`src/rtl/mc_ctrl_if.sv`:
```
// Datapath <-> control unit interface for the multicycle RV32I core.
// master: the control unit (consumes op/f3/f7/zero, drives enables/selects).
// slave : the datapath (drives op/f3/f7/zero, consumes enables/selects).
interface mc_ctrl_if #(
    parameter int unsigned CNT_W = 32
);
    logic [6:0]       op;
    logic [2:0]       f3;
    logic             f7;
    logic             zero;
    logic             pcWrite;
    logic             adrSrc;
    logic             memWrite;
    logic             irWrite;
    logic [1:0]       resultSrc;
    logic [2:0]       ALUControl;
    logic [1:0]       aluSrcA;
    logic [1:0]       aluSrcB;
    logic [1:0]       inmSrc;
    logic             regWrite;
    logic             illegal;
    logic             instrDone;
    logic [CNT_W-1:0] instrCount;

    modport master (
        input  op, f3, f7, zero,
        output pcWrite, adrSrc, memWrite, irWrite, resultSrc, ALUControl,
               aluSrcA, aluSrcB, inmSrc, regWrite, illegal, instrDone, instrCount
    );

    modport slave (
        output op, f3, f7, zero,
        input  pcWrite, adrSrc, memWrite, irWrite, resultSrc, ALUControl,
               aluSrcA, aluSrcB, inmSrc, regWrite, illegal, instrDone, instrCount
    );
endinterface

```
`src/rtl/mc_control_unit.sv`:
```
// Multicycle RV32I control unit: Moore FSM sequencing lw/sw/R/I/beq/bne/jal,
// with illegal-opcode flag and retired-instruction counter.
// Ports: clk, rst_n (async active-low), bus (mc_ctrl_if.master: op/f3/f7/zero in,
// all datapath enables/selects, illegal, instrDone, instrCount out).
module mc_control_unit #(
    parameter int unsigned CNT_W = 32
) (
    input  logic       clk,
    input  logic       rst_n,
    mc_ctrl_if.master  bus
);
    localparam logic [3:0] S_FETCH    = 4'd0;
    localparam logic [3:0] S_DECODE   = 4'd1;
    localparam logic [3:0] S_MEMADR   = 4'd2;
    localparam logic [3:0] S_MEMREAD  = 4'd3;
    localparam logic [3:0] S_MEMWB    = 4'd4;
    localparam logic [3:0] S_MEMWRITE = 4'd5;
    localparam logic [3:0] S_EXECR    = 4'd6;
    localparam logic [3:0] S_EXECI    = 4'd7;
    localparam logic [3:0] S_JAL      = 4'd8;
    localparam logic [3:0] S_ALUWB    = 4'd9;
    localparam logic [3:0] S_BRANCH   = 4'd10;

    localparam logic [6:0] OP_LW  = 7'b0000011;
    localparam logic [6:0] OP_SW  = 7'b0100011;
    localparam logic [6:0] OP_R   = 7'b0110011;
    localparam logic [6:0] OP_I   = 7'b0010011;
    localparam logic [6:0] OP_BR  = 7'b1100011;
    localparam logic [6:0] OP_JAL = 7'b1101111;

    localparam logic [1:0] ALUOP_ADD   = 2'd0;
    localparam logic [1:0] ALUOP_SUB   = 2'd1;
    localparam logic [1:0] ALUOP_FUNCT = 2'd2;

    logic [3:0]       state_q, state_d;
    logic [1:0]       alu_op;
    logic             pc_update, branch, taken;
    logic             adr_src, mem_write, ir_write, reg_write, illegal_s, done_s;
    logic [1:0]       result_src, src_a, src_b, inm_src;
    logic [2:0]       alu_ctrl;
    logic [CNT_W-1:0] count_q;

    // State register
    always_ff @(posedge clk or negedge rst_n) begin
        if (!rst_n) state_q <= S_FETCH;
        else        state_q <= state_d;
    end

    // Next state and Moore outputs
    always_comb begin
        state_d    = S_FETCH;
        adr_src    = 1'b0;
        mem_write  = 1'b0;
        ir_write   = 1'b0;
        reg_write  = 1'b0;
        result_src = 2'b00;
        src_a      = 2'b00;
        src_b      = 2'b00;
        alu_op     = ALUOP_ADD;
        pc_update  = 1'b0;
        branch     = 1'b0;
        illegal_s  = 1'b0;
        done_s     = 1'b0;
        case (state_q)
            S_FETCH: begin
                ir_write   = 1'b1;
                src_b      = 2'b10;
                result_src = 2'b10;
                pc_update  = 1'b1;
                state_d    = S_DECODE;
            end
            S_DECODE: begin
                // Branch target is computed here speculatively into ALUOut
                src_a = 2'b01;
                src_b = 2'b01;
                case (bus.op)
                    OP_LW, OP_SW: state_d = S_MEMADR;
                    OP_R:         state_d = S_EXECR;
                    OP_I:         state_d = S_EXECI;
                    OP_JAL:       state_d = S_JAL;
                    OP_BR:        state_d = S_BRANCH;
                    default: begin
                        state_d   = S_FETCH;
                        illegal_s = 1'b1;
                        done_s    = 1'b1;
                    end
                endcase
            end
            S_MEMADR: begin
                src_a   = 2'b10;
                src_b   = 2'b01;
                state_d = (bus.op == OP_LW) ? S_MEMREAD : S_MEMWRITE;
            end
            S_MEMREAD: begin
                adr_src = 1'b1;
                state_d = S_MEMWB;
            end
            S_MEMWB: begin
                result_src = 2'b01;
                reg_write  = 1'b1;
                done_s     = 1'b1;
            end
            S_MEMWRITE: begin
                adr_src   = 1'b1;
                mem_write = 1'b1;
                done_s    = 1'b1;
            end
            S_EXECR: begin
                src_a   = 2'b10;
                alu_op  = ALUOP_FUNCT;
                state_d = S_ALUWB;
            end
            S_EXECI: begin
                src_a   = 2'b10;
                src_b   = 2'b01;
                alu_op  = ALUOP_FUNCT;
                state_d = S_ALUWB;
            end
            S_JAL: begin
                src_a     = 2'b01;
                src_b     = 2'b10;
                pc_update = 1'b1;
                state_d   = S_ALUWB;
            end
            S_ALUWB: begin
                reg_write = 1'b1;
                done_s    = 1'b1;
            end
            S_BRANCH: begin
                src_a  = 2'b10;
                alu_op = ALUOP_SUB;
                branch = 1'b1;
                done_s = 1'b1;
            end
            default: state_d = S_FETCH;
        endcase
    end

    // ALU decoder; sub only for R-type (op[5]) with funct7 bit 5 set
    always_comb begin
        alu_ctrl = 3'b000;
        case (alu_op)
            ALUOP_SUB: alu_ctrl = 3'b001;
            ALUOP_FUNCT: begin
                case (bus.f3)
                    3'b000:  alu_ctrl = (bus.op[5] & bus.f7) ? 3'b001 : 3'b000;
                    3'b010:  alu_ctrl = 3'b101;
                    3'b100:  alu_ctrl = 3'b100;
                    3'b110:  alu_ctrl = 3'b011;
                    3'b111:  alu_ctrl = 3'b010;
                    default: alu_ctrl = 3'b000;
                endcase
            end
            default: alu_ctrl = 3'b000;
        endcase
    end

    // Branch condition: beq / bne only
    always_comb begin
        taken = 1'b0;
        case (bus.f3)
            3'b000:  taken = bus.zero;
            3'b001:  taken = ~bus.zero;
            default: taken = 1'b0;
        endcase
    end

    // Immediate format straight from the opcode
    always_comb begin
        inm_src = 2'b00;
        case (bus.op)
            OP_SW:   inm_src = 2'b01;
            OP_BR:   inm_src = 2'b10;
            OP_JAL:  inm_src = 2'b11;
            default: inm_src = 2'b00;
        endcase
    end

    // Retired-instruction counter; illegal opcodes do not retire
    always_ff @(posedge clk or negedge rst_n) begin
        if (!rst_n)                  count_q <= '0;
        else if (done_s && !illegal_s) count_q <= count_q + CNT_W'(1);
    end

    // Enables are gated by rst_n so they drop as soon as reset asserts
    assign bus.pcWrite    = rst_n & (pc_update | (branch & taken));
    assign bus.irWrite    = rst_n & ir_write;
    assign bus.regWrite   = rst_n & reg_write;
    assign bus.memWrite   = rst_n & mem_write;
    assign bus.illegal    = rst_n & illegal_s;
    assign bus.instrDone  = rst_n & done_s;
    assign bus.adrSrc     = adr_src;
    assign bus.resultSrc  = result_src;
    assign bus.ALUControl = alu_ctrl;
    assign bus.aluSrcA    = src_a;
    assign bus.aluSrcB    = src_b;
    assign bus.inmSrc     = inm_src;
    assign bus.instrCount = count_q;
endmodule

```
`src/flat_wrapper.sv`:
```
// flat-port wrapper written by rule: the top's interface ports become plain ports
module mc_control_unit_flat 
#(
    parameter int unsigned CNT_W = 32
)
  (clk, rst_n, bus_op, bus_f3, bus_f7, bus_zero, bus_pcWrite, bus_adrSrc, bus_memWrite, bus_irWrite, bus_resultSrc, bus_ALUControl, bus_aluSrcA, bus_aluSrcB, bus_inmSrc, bus_regWrite, bus_illegal, bus_instrDone, bus_instrCount);
  mc_ctrl_if #(.CNT_W(CNT_W)) bus_i ();
  input  logic clk;
  input  logic rst_n;
  input wire logic [$bits(bus_i.op)-1:0] bus_op;
  input wire logic [$bits(bus_i.f3)-1:0] bus_f3;
  input wire logic [$bits(bus_i.f7)-1:0] bus_f7;
  input wire logic [$bits(bus_i.zero)-1:0] bus_zero;
  output wire logic [$bits(bus_i.pcWrite)-1:0] bus_pcWrite;
  output wire logic [$bits(bus_i.adrSrc)-1:0] bus_adrSrc;
  output wire logic [$bits(bus_i.memWrite)-1:0] bus_memWrite;
  output wire logic [$bits(bus_i.irWrite)-1:0] bus_irWrite;
  output wire logic [$bits(bus_i.resultSrc)-1:0] bus_resultSrc;
  output wire logic [$bits(bus_i.ALUControl)-1:0] bus_ALUControl;
  output wire logic [$bits(bus_i.aluSrcA)-1:0] bus_aluSrcA;
  output wire logic [$bits(bus_i.aluSrcB)-1:0] bus_aluSrcB;
  output wire logic [$bits(bus_i.inmSrc)-1:0] bus_inmSrc;
  output wire logic [$bits(bus_i.regWrite)-1:0] bus_regWrite;
  output wire logic [$bits(bus_i.illegal)-1:0] bus_illegal;
  output wire logic [$bits(bus_i.instrDone)-1:0] bus_instrDone;
  output wire logic [$bits(bus_i.instrCount)-1:0] bus_instrCount;
  assign bus_i.op = bus_op;
  assign bus_i.f3 = bus_f3;
  assign bus_i.f7 = bus_f7;
  assign bus_i.zero = bus_zero;
  assign bus_pcWrite = bus_i.pcWrite;
  assign bus_adrSrc = bus_i.adrSrc;
  assign bus_memWrite = bus_i.memWrite;
  assign bus_irWrite = bus_i.irWrite;
  assign bus_resultSrc = bus_i.resultSrc;
  assign bus_ALUControl = bus_i.ALUControl;
  assign bus_aluSrcA = bus_i.aluSrcA;
  assign bus_aluSrcB = bus_i.aluSrcB;
  assign bus_inmSrc = bus_i.inmSrc;
  assign bus_regWrite = bus_i.regWrite;
  assign bus_illegal = bus_i.illegal;
  assign bus_instrDone = bus_i.instrDone;
  assign bus_instrCount = bus_i.instrCount;
  mc_control_unit #(.CNT_W(CNT_W)) u_core (.clk(clk), .rst_n(rst_n), .bus(bus_i));
endmodule
```
`config.mk`:
```
export PLATFORM = sky130hd
export DESIGN_NAME = mc_control_unit_flat
export DESIGN_NICKNAME = d
export VERILOG_FILES = /design/src/rtl/mc_ctrl_if.sv /design/src/rtl/mc_control_unit.sv /design/src/flat_wrapper.sv
export SDC_FILE = /design/constraint.sdc
export NUM_CORES = 1
export LEC_CHECK = 0
export CORE_MARGIN = 1
export CORE_UTILIZATION = 45
export DETAILED_ROUTE_END_ITERATION = 10
export PLACE_DENSITY = 0.82
export SYNTH_ARGS = -nofsm -noshare
export SYNTH_HDL_FRONTEND = slang
export SYNTH_SLANG_ARGS = --single-unit
```
`constraint.sdc`:
```
create_clock -name clk -period 3.12 [get_ports clk]
set_input_delay 0.624 -clock clk [delete_from_list [all_inputs] [get_ports clk]]
set_output_delay 0.624 -clock clk [all_outputs]
set_load 0.05 [all_outputs]
```
==> flow_summary.toml <==
[timing]
setup_viol = 0
drv_slew = 0
slew-limit-headroom_pct = 66.1
period_needed_ps = 2910
hold_violations = 0
fin_skew_ps = 4.02
tns_ps = 0
holdWs_ps = 223
worst_slew_pin_slew_ps = 507
fmax_mhz = 344
rsz0062_at_grt = "no"
finalCritPeriodShare_pct = 93.2

[run_status]
status = "complete, no violations"

[clocking]
cts-root-buf = "clkbuf_8"
clk_latency_ps = 280
path_clk_slew_ps = 70
cts_resized = 0
cts-buffers-inserted = 5
cts_tree = "done"
cts.htree.levels = 2
post-cts-setup-buffer-count = 0
cts_hold_buf = 0
clockBufferDepth = 2
cts_sinks = 36

[layout]
fin_util_pct = 65.4
layout-drive-gt1-share_pct = 10.5
syn2layout_area_growth_pct = 38.6
final_cells = 348
multiInputGateArea_um2 = 1130
layout.nets = 312
ff_latch_area_um2 = 901
antenna_cells = 0
nFillCells = 373

[floorplan]
core-area_um2 = 4410
start_util_pct = 47.2
rows = 24
fp.dieW_um = 70.0
io_pins = 64
die_h_um = 70.0
die-area_um2 = 4910

[synth]
ys_dominant_reg_cell = "dfrtp_1"
synth_nets = 246
synth.distinct_cells = 39
syn_inst = 229
synth-seq-area-share_pct = 43.2
syn_area_per_cell_um2 = 9.10
yosysTopAreaCell = "dfrtp_1"
netlist.area_leader.share_pct = 43.2
yosys_warnings = 0
synth_edf_count = 0
synth_area_um2 = 2080
synthTopCellsByArea = "dfrtp_1 43%, xnor2_1 9.7%, xor2_1 5.5%, nor2_1 5.2%, nand2_1 4.3%"
ys_async_sr_fraction_pct = 100
postSynthRegisterBits = 36

[power]
p_leak_nw = 1.25
irDropWorstVdd_v = 0.000395
power_density_nw_per_um2 = 525
total_power_mw = 1.52

[placement]
dp_hpwl_um = 3560
dp.cells = 340
place.gp.congestion = 0.805
portBuffers = 63

[grt]
antenna_found_initial = 0
grt_start_max_net_pins = 26
grt_pass1_vias = 1751
grt_first_pass_wirelength_um = 7830
grtUsageTotal_pct = 20.0
grt.overflow.total = 0

[setup_path]
crit_slowest_cell = "clkdlybuf4s50_1"
cp_slowest_stage_delay_ps = 830
worstPathRequired_ps = 2500
cp.arrival_ps = 2280
reg2reg_depth = 6
rr_startpoint = "u_core.state_q[1]"
start_kind = "flop"
cp_cell_sequence = "or2b_2 > nor3_1 > clkdlybuf4s50_1"
reg2reg_slack_ps = 970
worstSetupEndpointType = "output port"
rr_endpoint = "u_core.bus.instrCount[30]"
crit_type = "flop to output port"
crit_path_max_fanout = 16

[drt]
drc = 0
routedWlPerCell_um = 13.0
wirelength_um = 4530
drt-pass1-iter-count = 4
drt-vias-per-instance = 5.29
postRouteAntennaNets = 0
drtIter0Drc = 69
vias = 1840

[run]
drv_cap = 0

[worst_hold_path]
hp-class = "input pin to async pin"
[synth_stat cells, drive strengths merged, types with 4 or more instances]
master and number:
and2 6, nor3 13, nor2 29, nor4 5
dfrtp 36, nand3 5, nand2b 7, and3 8
inv 9, xnor2 23, clkbuf 4, xor2 13
nand4 6, a21oi 7, nand2 24
[worst max path at each step]
stage	startpoint	end	slack [ps]	depth (start not counted)
floorplan	u_core.state_q[2]	bus_ALUControl[2]	10	5
global placement	bus_op[4]	bus_instrDone	410	7
detailed placement	bus_op[4]	bus_instrDone	370	7
CTS	u_core.state_q[2]	bus_resultSrc[0]	200	3
global route	u_core.state_q[2]	bus_ALUControl[0]	50	9
finish	u_core.state_q[2]	bus_resultSrc[0]	210	3
[power breakdown]
group          internal, mW  switching, mW
Combinational         0.229          0.379
Sequential            0.495         0.0712
Clock                 0.179          0.162
Total                 0.903          0.613
[placed cells by master, fill, tap and decap left out, types with 3 or more instances in the layout]
cell type        count
nor3_1              11
a22oi_1              3
ha_1                 3
a21oi_1              7
xnor2_1             23
nand2b_1             7
dfrtp_1             36
buf_12               4
nor2b_1              3
buf_4                9
nor4_1               4
nand3_1              5
and2_1               6
clkdlybuf4s50_1     51
clkbuf_8             6
inv_1                9
and3_1               7
nand2_1             24
o21ai_0              3
nand4_1              5
nor2_1              29
xor2_1              13
o22ai_1              3
[kinds of logic after synthesis]
| family | share of synthesized area (%) |
|---|---|
| and+or+nand+nor | 28.9 |
| xor gates and xnor gates | 15.1 |
| DFF | 43.2 |
| AOI/OAI and AO/OA | 8.11 |
| buffers and inverters | 2.76 |
| adders and majority gates | 1.80 |
[layout make-up]
class | count | share of cell area, %
multi-input cells | 178 | 39.2
flip-flops and latches | 36 | 31.2
repair buffers | 65 | 23.0
clock buffers | 7 | 2.99
well taps | 52 | 2.25
inverters | 9 | 1.17
clock inverters | 1 | 0.260
[metrics by stage]
step	cell area (µm²)	setup slack, ps
6_report	2890	213
5_1_grt	2890	53.3
4_1_cts	2890	205
3_5_place_dp	2790	369
3_3_place_gp	2790	413
2_1_floorplan	2090	14.7
[critical path: cells and delay by family, from the launching register on]
kind | cells | cell delay (ps)
flip-flops | 1 | 650
AND/OR/NAND/NOR | 2 | 510
buffers and inverters | 1 | 830
[flip-flops by register name, indices dropped and copies added (netlist names)]
signal,flops
u_core.state_q,4
u_core.bus.instrCount,32
[routing by layer]
metal	share of wire, %	GRT usage, %	vias up
met5	0	0	-
met4	1.4	6.89	0
met3	5.2	4.47	8
met2	49	34.5	59
met1	44	24.7	858
li1	-	-	915
Power figures use the tool's default switching activity.
